==> src/rtl/gear_add_if.sv <==
// gear_add_if: request/result bundle for gear_add_arbiter; req_valid/req_a/req_b/req_exact/res_ready toward the arbiter, req_ready/res_valid/res_sum/res_id/res_err/err_cnt back
interface gear_add_if #(
  parameter int NREQ  = 4,
  parameter int WIDTH = 16
);
  localparam int IDW = $clog2(NREQ);
  logic [NREQ-1:0]       req_valid;
  logic [NREQ-1:0]       req_ready;
  logic [NREQ-1:0]       req_exact;
  logic [NREQ*WIDTH-1:0] req_a;
  logic [NREQ*WIDTH-1:0] req_b;
  logic                  res_valid;
  logic                  res_ready;
  logic [WIDTH-1:0]      res_sum;
  logic [IDW-1:0]        res_id;
  logic                  res_err;
  logic [15:0]           err_cnt;
  modport master (
    output req_valid, req_exact, req_a, req_b, res_ready,
    input  req_ready, res_valid, res_sum, res_id, res_err, err_cnt
  );
  modport slave (
    input  req_valid, req_exact, req_a, req_b, res_ready,
    output req_ready, res_valid, res_sum, res_id, res_err, err_cnt
  );
endinterface

==> src/rtl/gear_add_arbiter.sv <==
// gear_add_arbiter: round-robin shared GeAr adder; clk/rst plus bus (slave): one-hot req_ready grant, tagged res_* result with exact-fix option, saturating err_cnt
module gear_add_arbiter #(
  parameter int NREQ  = 4,
  parameter int WIDTH = 16,
  parameter int R     = 4,
  parameter int P     = 4
) (
  input logic      clk,
  input logic      rst,
  gear_add_if.slave bus
);
  localparam int L   = R + P;
  localparam int K   = 1 + (WIDTH - L) / R;
  localparam int IDW = $clog2(NREQ);
  localparam logic [1:0] IDLE = 2'd0, CALC = 2'd1, FIX = 2'd2, OUT = 2'd3;
  logic [1:0]       st;
  logic [IDW-1:0]   ptr, g, id, nxt;
  logic             hit, ex_q, err, mism;
  logic [WIDTH-1:0] a_q, b_q, sum, ap, ex_sum;
  logic [15:0]      cnt;
  always_comb begin
    hit = 1'b0;
    g = '0;
    for (int j = NREQ - 1; j >= 0; j--)
      if (bus.req_valid[(int'(ptr) + j) % NREQ]) begin
        hit = 1'b1;
        g = IDW'((int'(ptr) + j) % NREQ);
      end
  end
  assign nxt = (g == IDW'(NREQ - 1)) ? '0 : g + 1'b1;
  assign ap[L-1:0] = a_q[L-1:0] + b_q[L-1:0];
  for (genvar i = 1; i < K; i++) begin : g_sub
    logic [L-1:0] s;
    assign s = a_q[i*R +: L] + b_q[i*R +: L];
    assign ap[P+i*R +: R] = s[L-1:P];
  end
  assign ex_sum = a_q + b_q;
  assign mism = ap != ex_sum;
  always_ff @(posedge clk) begin
    if (rst) begin
      st   <= IDLE;
      ptr  <= '0;
      id   <= '0;
      sum  <= '0;
      err  <= 1'b0;
      cnt  <= '0;
      a_q  <= '0;
      b_q  <= '0;
      ex_q <= 1'b0;
    end else begin
      case (st)
        IDLE: if (hit) begin
          a_q  <= bus.req_a[g*WIDTH +: WIDTH];
          b_q  <= bus.req_b[g*WIDTH +: WIDTH];
          ex_q <= bus.req_exact[g];
          id   <= g;
          ptr  <= nxt;
          st   <= CALC;
        end
        CALC: begin
          err <= mism;
          cnt <= cnt + 16'(mism && cnt != 16'hFFFF);
          sum <= ap;
          st  <= (ex_q && mism) ? FIX : OUT;
        end
        FIX: begin
          sum <= ex_sum;
          st  <= OUT;
        end
        default: if (bus.res_ready) st <= IDLE;
      endcase
    end
  end
  assign bus.req_ready = (st == IDLE && hit) ? NREQ'(1) << g : '0;
  assign bus.res_valid = st == OUT;
  assign bus.res_sum   = sum;
  assign bus.res_id    = id;
  assign bus.res_err   = err;
  assign bus.err_cnt   = cnt;
endmodule

==> src/flat_wrapper.sv <==
// flat-port wrapper written by rule: the top's interface ports become plain ports
module gear_add_arbiter_flat 
#(
  parameter int NREQ  = 4,
  parameter int WIDTH = 16,
  parameter int R     = 4,
  parameter int P     = 4
)
  (clk, rst, bus_req_valid, bus_req_exact, bus_req_a, bus_req_b, bus_res_ready, bus_req_ready, bus_res_valid, bus_res_sum, bus_res_id, bus_res_err, bus_err_cnt);
  gear_add_if #(.NREQ(NREQ), .WIDTH(WIDTH)) bus_i ();
  input logic clk;
  input logic rst;
  input wire logic [$bits(bus_i.req_valid)-1:0] bus_req_valid;
  input wire logic [$bits(bus_i.req_exact)-1:0] bus_req_exact;
  input wire logic [$bits(bus_i.req_a)-1:0] bus_req_a;
  input wire logic [$bits(bus_i.req_b)-1:0] bus_req_b;
  input wire logic [$bits(bus_i.res_ready)-1:0] bus_res_ready;
  output wire logic [$bits(bus_i.req_ready)-1:0] bus_req_ready;
  output wire logic [$bits(bus_i.res_valid)-1:0] bus_res_valid;
  output wire logic [$bits(bus_i.res_sum)-1:0] bus_res_sum;
  output wire logic [$bits(bus_i.res_id)-1:0] bus_res_id;
  output wire logic [$bits(bus_i.res_err)-1:0] bus_res_err;
  output wire logic [$bits(bus_i.err_cnt)-1:0] bus_err_cnt;
  assign bus_i.req_valid = bus_req_valid;
  assign bus_i.req_exact = bus_req_exact;
  assign bus_i.req_a = bus_req_a;
  assign bus_i.req_b = bus_req_b;
  assign bus_i.res_ready = bus_res_ready;
  assign bus_req_ready = bus_i.req_ready;
  assign bus_res_valid = bus_i.res_valid;
  assign bus_res_sum = bus_i.res_sum;
  assign bus_res_id = bus_i.res_id;
  assign bus_res_err = bus_i.res_err;
  assign bus_err_cnt = bus_i.err_cnt;
  gear_add_arbiter #(.NREQ(NREQ), .WIDTH(WIDTH), .R(R), .P(P)) u_core (.clk(clk), .rst(rst), .bus(bus_i));
endmodule
==> config.mk <==
export PLATFORM = sky130hd
export DESIGN_NAME = gear_add_arbiter_flat
export DESIGN_NICKNAME = d
export VERILOG_FILES = /design/src/rtl/gear_add_if.sv /design/src/rtl/gear_add_arbiter.sv /design/src/flat_wrapper.sv
export SDC_FILE = /design/constraint.sdc
export NUM_CORES = 1
export LEC_CHECK = 0
export CORE_UTILIZATION = 35
export DETAILED_ROUTE_END_ITERATION = 8
export PLACE_DENSITY_LB_ADDON = 0.1
export SYNTH_ARGS = -nofsm -noshare
export SYNTH_HDL_FRONTEND = slang
export SYNTH_SLANG_ARGS = --single-unit
==> constraint.sdc <==
create_clock -name clk -period 7.8 [get_ports clk]
set_input_delay 1.56 -clock clk [delete_from_list [all_inputs] [get_ports clk]]
set_output_delay 1.56 -clock clk [all_outputs]
set_load 0.05 [all_outputs]
Word-level counts from Yosys, hierarchy flattened. Index checks and enable logic that the tools add are counted.

Flip-flop bits (word level): 72. Input port bits: 139. Word-level logic and storage cells: 75.

Add/sub/neg operators: 9. Magnitude comparators: 5. Equality and inequality tests: 7. Shift-type cells: 3. Muxes and demuxes: 28. Bitwise operators: 3. Reduce and logical (&&, ||, !) cells: 11.

Operators with widths (count): indexed part select 64 x 7 -> 16 bit (2); one-hot mux 16 bit (2 select lines) (1); adder 8 bit (3); adder 16 x 1 -> 16 bit (1); adder 16 bit (1); != test 16 bit (1); != test 16 bit, second input constant (1); two-way mux 2 bit (7); two-way mux 1 bit (13); less-than comparator 3 x 4 -> 1 bit, second input constant (3); binary-select mux 1 bit (select 2 bit) (5); equality test 2 bit, second input constant (3); less-than comparator 2 x 3 -> 1 bit, second input constant (2); one-hot mux 2 bit (3 select lines) (1); OR reduction 2 bit (3); adder 2 x 1 -> 2 bit, second input constant (2); adder 2 bit, second input constant (2); two-way mux 4 bit (1); AND reduction 2 bit (2); nonzero test 4 bit (1); left shift 1 x 2 -> 4 bit, first input constant (1); bitwise AND 1 bit, first input constant (3); logical AND 1 bit (3); equality test 2 x 1 -> 1 bit, second input constant (1); 3 further kinds (3).

Logic depth before layout (Yosys ltp).
Depth after elaboration: 12. Mapped depth: 13.

Least setup slack after synthesis. No wires, ideal clock.

Path kind: input to output. From: input bus_req_valid[2]. To: output bus_req_ready[3]. Arrival: 3.048 ns. Data required time: 6.240 ns. Path slack: 3.192 ns. Stages on the path: 8. Path through: nor2b_1 > and2b_1 > or3_1 > buf_6 > clkinv_8 > buf_6 > ha_1 > and2_1.

Longest elaborated chain between the ends: 9. Elaborated cells between the ends (all ways): 22. Those cells by class: 1 x shift; 20 x mux; 1 x reduce/logical.

Ends and longest elaborated chain: from (decl) (RTL line flat_wrapper.sv:13) `input wire logic [$bits(bus_i.req_valid)-1:0] bus_req_valid;`; binary-select mux 1 bit (select 2 bit) (RTL line gear_add_arbiter.sv:25) `if (bus.req_valid[(int'(ptr) + j) % NREQ]) begin`; two-way mux 1 bit (implied by the code) (2 in series) (RTL line gear_add_arbiter.sv:25); two-way mux 2 bit (3 in series) (RTL line gear_add_arbiter.sv:25); two-way mux 2 bit * (RTL line gear_add_arbiter.sv:25); named net u_core.g[0] (RTL line gear_add_arbiter.sv:17) `logic [IDW-1:0] ptr, g, id, nxt;`; left shift 1 x 2 -> 4 bit * (RTL line gear_add_arbiter.sv:74) `assign bus.req_ready = (st == IDLE && hit) ? NREQ'(1) << g : '0;`; two-way mux 4 bit * (RTL line gear_add_arbiter.sv:74); to (decl) (RTL line flat_wrapper.sv:18) `output wire logic [$bits(bus_i.req_ready)-1:0] bus_req_ready;`.

Mark *: on every way through the listed nets, which the timed path passes. The rest lies on a longest branch. The select of a mux whose other input is x is not followed.

Final worst setup path.
From: input bus_req_valid[1]. To: output bus_req_ready[3].

Same word-level chain as after synthesis.

==> results.tsv <==
stage	metric	value	unit
cts	Hold Buf Count CTS	0	
timing	Max Freq	155	MHz
grt	first-pass GRT wire length	25500	um
logic_synthesis	Syn Area/Cell	8.09	um^2
timing	setup TNS	0	ns
critical_path	reg2reg start	u_core.b_q[0]	
cts	CTS tree	done	
pwr	P_sw	1.11	mW
place	Detailed Place HPWL	12800	um
route	antenna viol nets, final	0	
final_layout	Layout Nets	933	
final_layout	Area Growth Syn to Fin	40.6	%
critical_path	reg2reg path depth	13	
place	PortBufs	178	
route	WL per Instance	17.3	um
die	row count	43	
critical_path	critical path capture point type	output pin	
route	Iter 0 DRT Violations	352	
critical_path	arrival time at the worst endpoint	4.88	ns
logic_synthesis	post-synthesis register bit count	72	
min_path	Worst Hold Class	reg -> reg	
logic_synthesis	Synth warnings	0	
logic_synthesis	Unique masters post-synth	69	
grt	antenna violations before repair	0	
die	Initial Util	0.363	
pwr	static leakage	2.81	nW
pwr	Pint	1.31	mW
critical_path	Data required, critical path	6.24	ns
timing	RSZ-0062 raised after global routing	false	
logic_synthesis	sequential area share after synthesis	0.284	
logic_synthesis	cell area after synthesis	0.00507	mm^2
cts	Clock Sinks	72	
pwr	combinational cell fraction of total power	0.554	
timing	Hold Fails Final Rpt	0	
cts	CTS max path bufs	2	
pwr	Max VDD drop	0.000130	V
logic_synthesis	Synth Flop Type	dfxtp_1	
critical_path	Crit Path Class	in -> out	
critical_path	r2r endpoint	u_core.bus.err_cnt[10]	
cts	Worst-path clk slew	0.06	ns
timing	Max-slew headroom	0.178	
timing	Tcrit/Tclk final	0.826	
timing	worst-margin pin slew	1.23	ns
final_layout	most frequent cells in the layout	clkdlybuf4s50_1, a211oi_1, dfxtp_1	
cts	Root Buffer	clkbuf_16	
pwr	clock power share	0.194	
route	vias per cell	5.50	
route	Remaining DRCs	0	
timing	Final setup viols	0	
cts	later-pin clock latency in the skew report	0.34	ns
critical_path	CP max FO	68	
grt	vias in the first global route	4976	
critical_path	Crit path top cell by count	clkdlybuf4s50_1	
place	dpl ws	1.34	ns
cts	postcts setup bufs	0	
critical_path	CP Cell Sequence	clkdlybuf4s50_1 > nor2b_1 > a221o_2 > nand2_2 > buf_4 > inv_1 > ha_1 > and2_1 > clkdlybuf4s50_1	
critical_path	crit-path max cell delay	0.69	ns
timing	Final WS setup	1.36	ns
critical_path	crit start category	input pin	
die	core area	0.0140	mm^2
place	GP Congestion	0.923	
route	detailed-route via count	5235	
die	chip height	122	um
timing	skew final	0.00926	ns
critical_path	Slowest cell on crit path	clkdlybuf4s50_1	
pwr	PD cells	339	mW/mm^2
timing	Final Max Tran Viols	0	
grt	GR Util All Layers	0.220	
route	first-pass iteration count of the detailed router	4	
grt	largest net degree at the start of global routing	69	
logic_synthesis	post-synth net total	793	
die	Die ar.	0.0150	mm^2
logic_synthesis	Post-synth EDFFs	0	
final_layout	antenna diode count	0	
logic_synthesis	async set-reset flop share out of synthesis	0	
critical_path	Worst Setup SP	bus_req_valid[1]	
die	Die Span X	122	um
critical_path	Setup crit end	bus_req_ready[3]	
pwr	Switching Share	0.459	
run_status	status	finished clean	
run	max_cap viols	0	
final_layout	share of layout cells above drive strength 1	0.0518	
cts	total CTS buffers	9	
route	WL final	16400	um
critical_path	R2R setup slack	4.27	ns
cts	Post-CTS Resized	0	
cts	H-tree levels	3	
timing	min Tclk post-route	6.44	ns
logic_synthesis	Cells after Synth	627	
die	# IOs	179	
grt	grt total ovfl	0	
final_layout	commonest non-fill, non-tap cell in the layout	clkdlybuf4s50_1	
pwr	sequential group share of total power	0.252	
## cells by family after synthesis
group / synth area share
xor+xnor: 0.0328
fa+ha+maj: 0.0681
flops: 0.284
buf+inv: 0.0769
simple gates: 0.242
mux: 0.0118
compound gates: 0.285
## final cells by class
class                      count  area, um^2
fill                        1323        6860
multi-input combinational    488        3250
timing repair buffer         182        1810
sequential                    72        1440
clock buffer                  12         267
tap                          180         225
clock inverter                 4        73.8
inverter                      14        65.1
## per-layer routing
metal | wire, um | global-route usage | share of wire | up-vias
met1 | 7660 | 0.289 | 0.47 | 2379
met2 | 7600 | 0.361 | 0.46 | 181
met3 | 745 | 0.0321 | 0.045 | 33
li1 | - | - | - | 2642
met5 | 0 | 0 | 0 | -
met4 | 425 | 0.0884 | 0.026 | 0
## power groups by stage
| stage | Combinational [mW] | Sequential [mW] | Clock, mW |
|---|---|---|---|
| 2_1_floorplan | 0.854 | 0.725 | 0 |
| 3_3_place_gp | 1.32 | 0.612 | 0 |
| 3_5_place_dp | 1.33 | 0.620 | 0 |
| 4_1_cts | 1.34 | 0.614 | 0.477 |
| 5_1_grt | 1.46 | 0.628 | 0.490 |
| 6_report | 1.34 | 0.611 | 0.469 |
## cell usage after synthesis, drive strengths merged (2+ instances only)
library cell | n | area share
a2111oi | 3 | 0.0064
a211o | 2 | 0.0035
a211oi | 77 | 0.12
a21o | 8 | 0.012
a21oi | 20 | 0.020
a221oi | 2 | 0.0047
a2bb2oi | 2 | 0.0035
a311oi | 3 | 0.0052
a31o | 2 | 0.0035
a31oi | 2 | 0.0025
and2 | 5 | 0.0062
and3 | 71 | 0.089
and4 | 3 | 0.0052
buf | 32 | 0.048
clkbuf | 21 | 0.016
dfxtp | 72 | 0.28
ha | 26 | 0.064
inv | 13 | 0.0096
mux2i | 6 | 0.012
nand2 | 65 | 0.049
nand2b | 2 | 0.0025
nand3 | 12 | 0.012
nand4 | 6 | 0.0074
nor2 | 46 | 0.035
nor2b | 4 | 0.0049
nor3 | 10 | 0.0099
nor4 | 5 | 0.0062
o211ai | 4 | 0.0059
o21a | 2 | 0.0030
o21ai | 17 | 0.017
o21bai | 2 | 0.0037
o31ai | 34 | 0.050
o32ai | 3 | 0.0052
or2 | 3 | 0.0037
or3 | 3 | 0.0037
xnor2 | 6 | 0.010
xor2 | 13 | 0.022
## how the worst min path moves through the flow
stage                         start  slack [ns]  cells after the start                   end
2_1_floorplan           u_core.ex_q        0.42                      2           u_core.ex_q
3_3_place_gp   u_core.bus.res_id[1]        0.45                      2  u_core.bus.res_id[1]
3_5_place_dp   u_core.bus.res_id[1]        0.45                      2  u_core.bus.res_id[1]
4_1_cts        u_core.bus.res_id[1]        0.46                      2  u_core.bus.res_id[1]
5_1_grt               u_core.b_q[9]        0.49                      2         u_core.b_q[9]
6_report       u_core.bus.res_id[1]        0.46                      2  u_core.bus.res_id[1]
## critical path, delay by kind of cell
kind	cells	cell delay, ns
and+or+nand+nor	3	0.39
buffers and inverters	4	1.99
adders and majority gates	1	0.23
AOI/OAI and AO/OA	1	0.68
## flip-flops by register name, summed over array words and instances (netlist names), 2 cells and up
register	flops
u_core.bus.res_sum	16
u_core.b_q	16
u_core.st	2
u_core.a_q	16
u_core.bus.res_id	2
u_core.bus.err_cnt	16
u_core.ptr	2
## through the flow
step                std cells   util  power, mW  cell area [um^2]  hold WS (ns)
floorplan                 627      -       1.58              5070         0.416
global placement          936  0.486       1.93              6790         0.448
CTS                       952  0.510       2.43              7130         0.459
detailed placement        936  0.486       1.95              6790         0.450
finish                    952  0.510       2.42              7130         0.457
global route              952  0.510       2.58              7130         0.490
(Power assumes the default switching activity.)
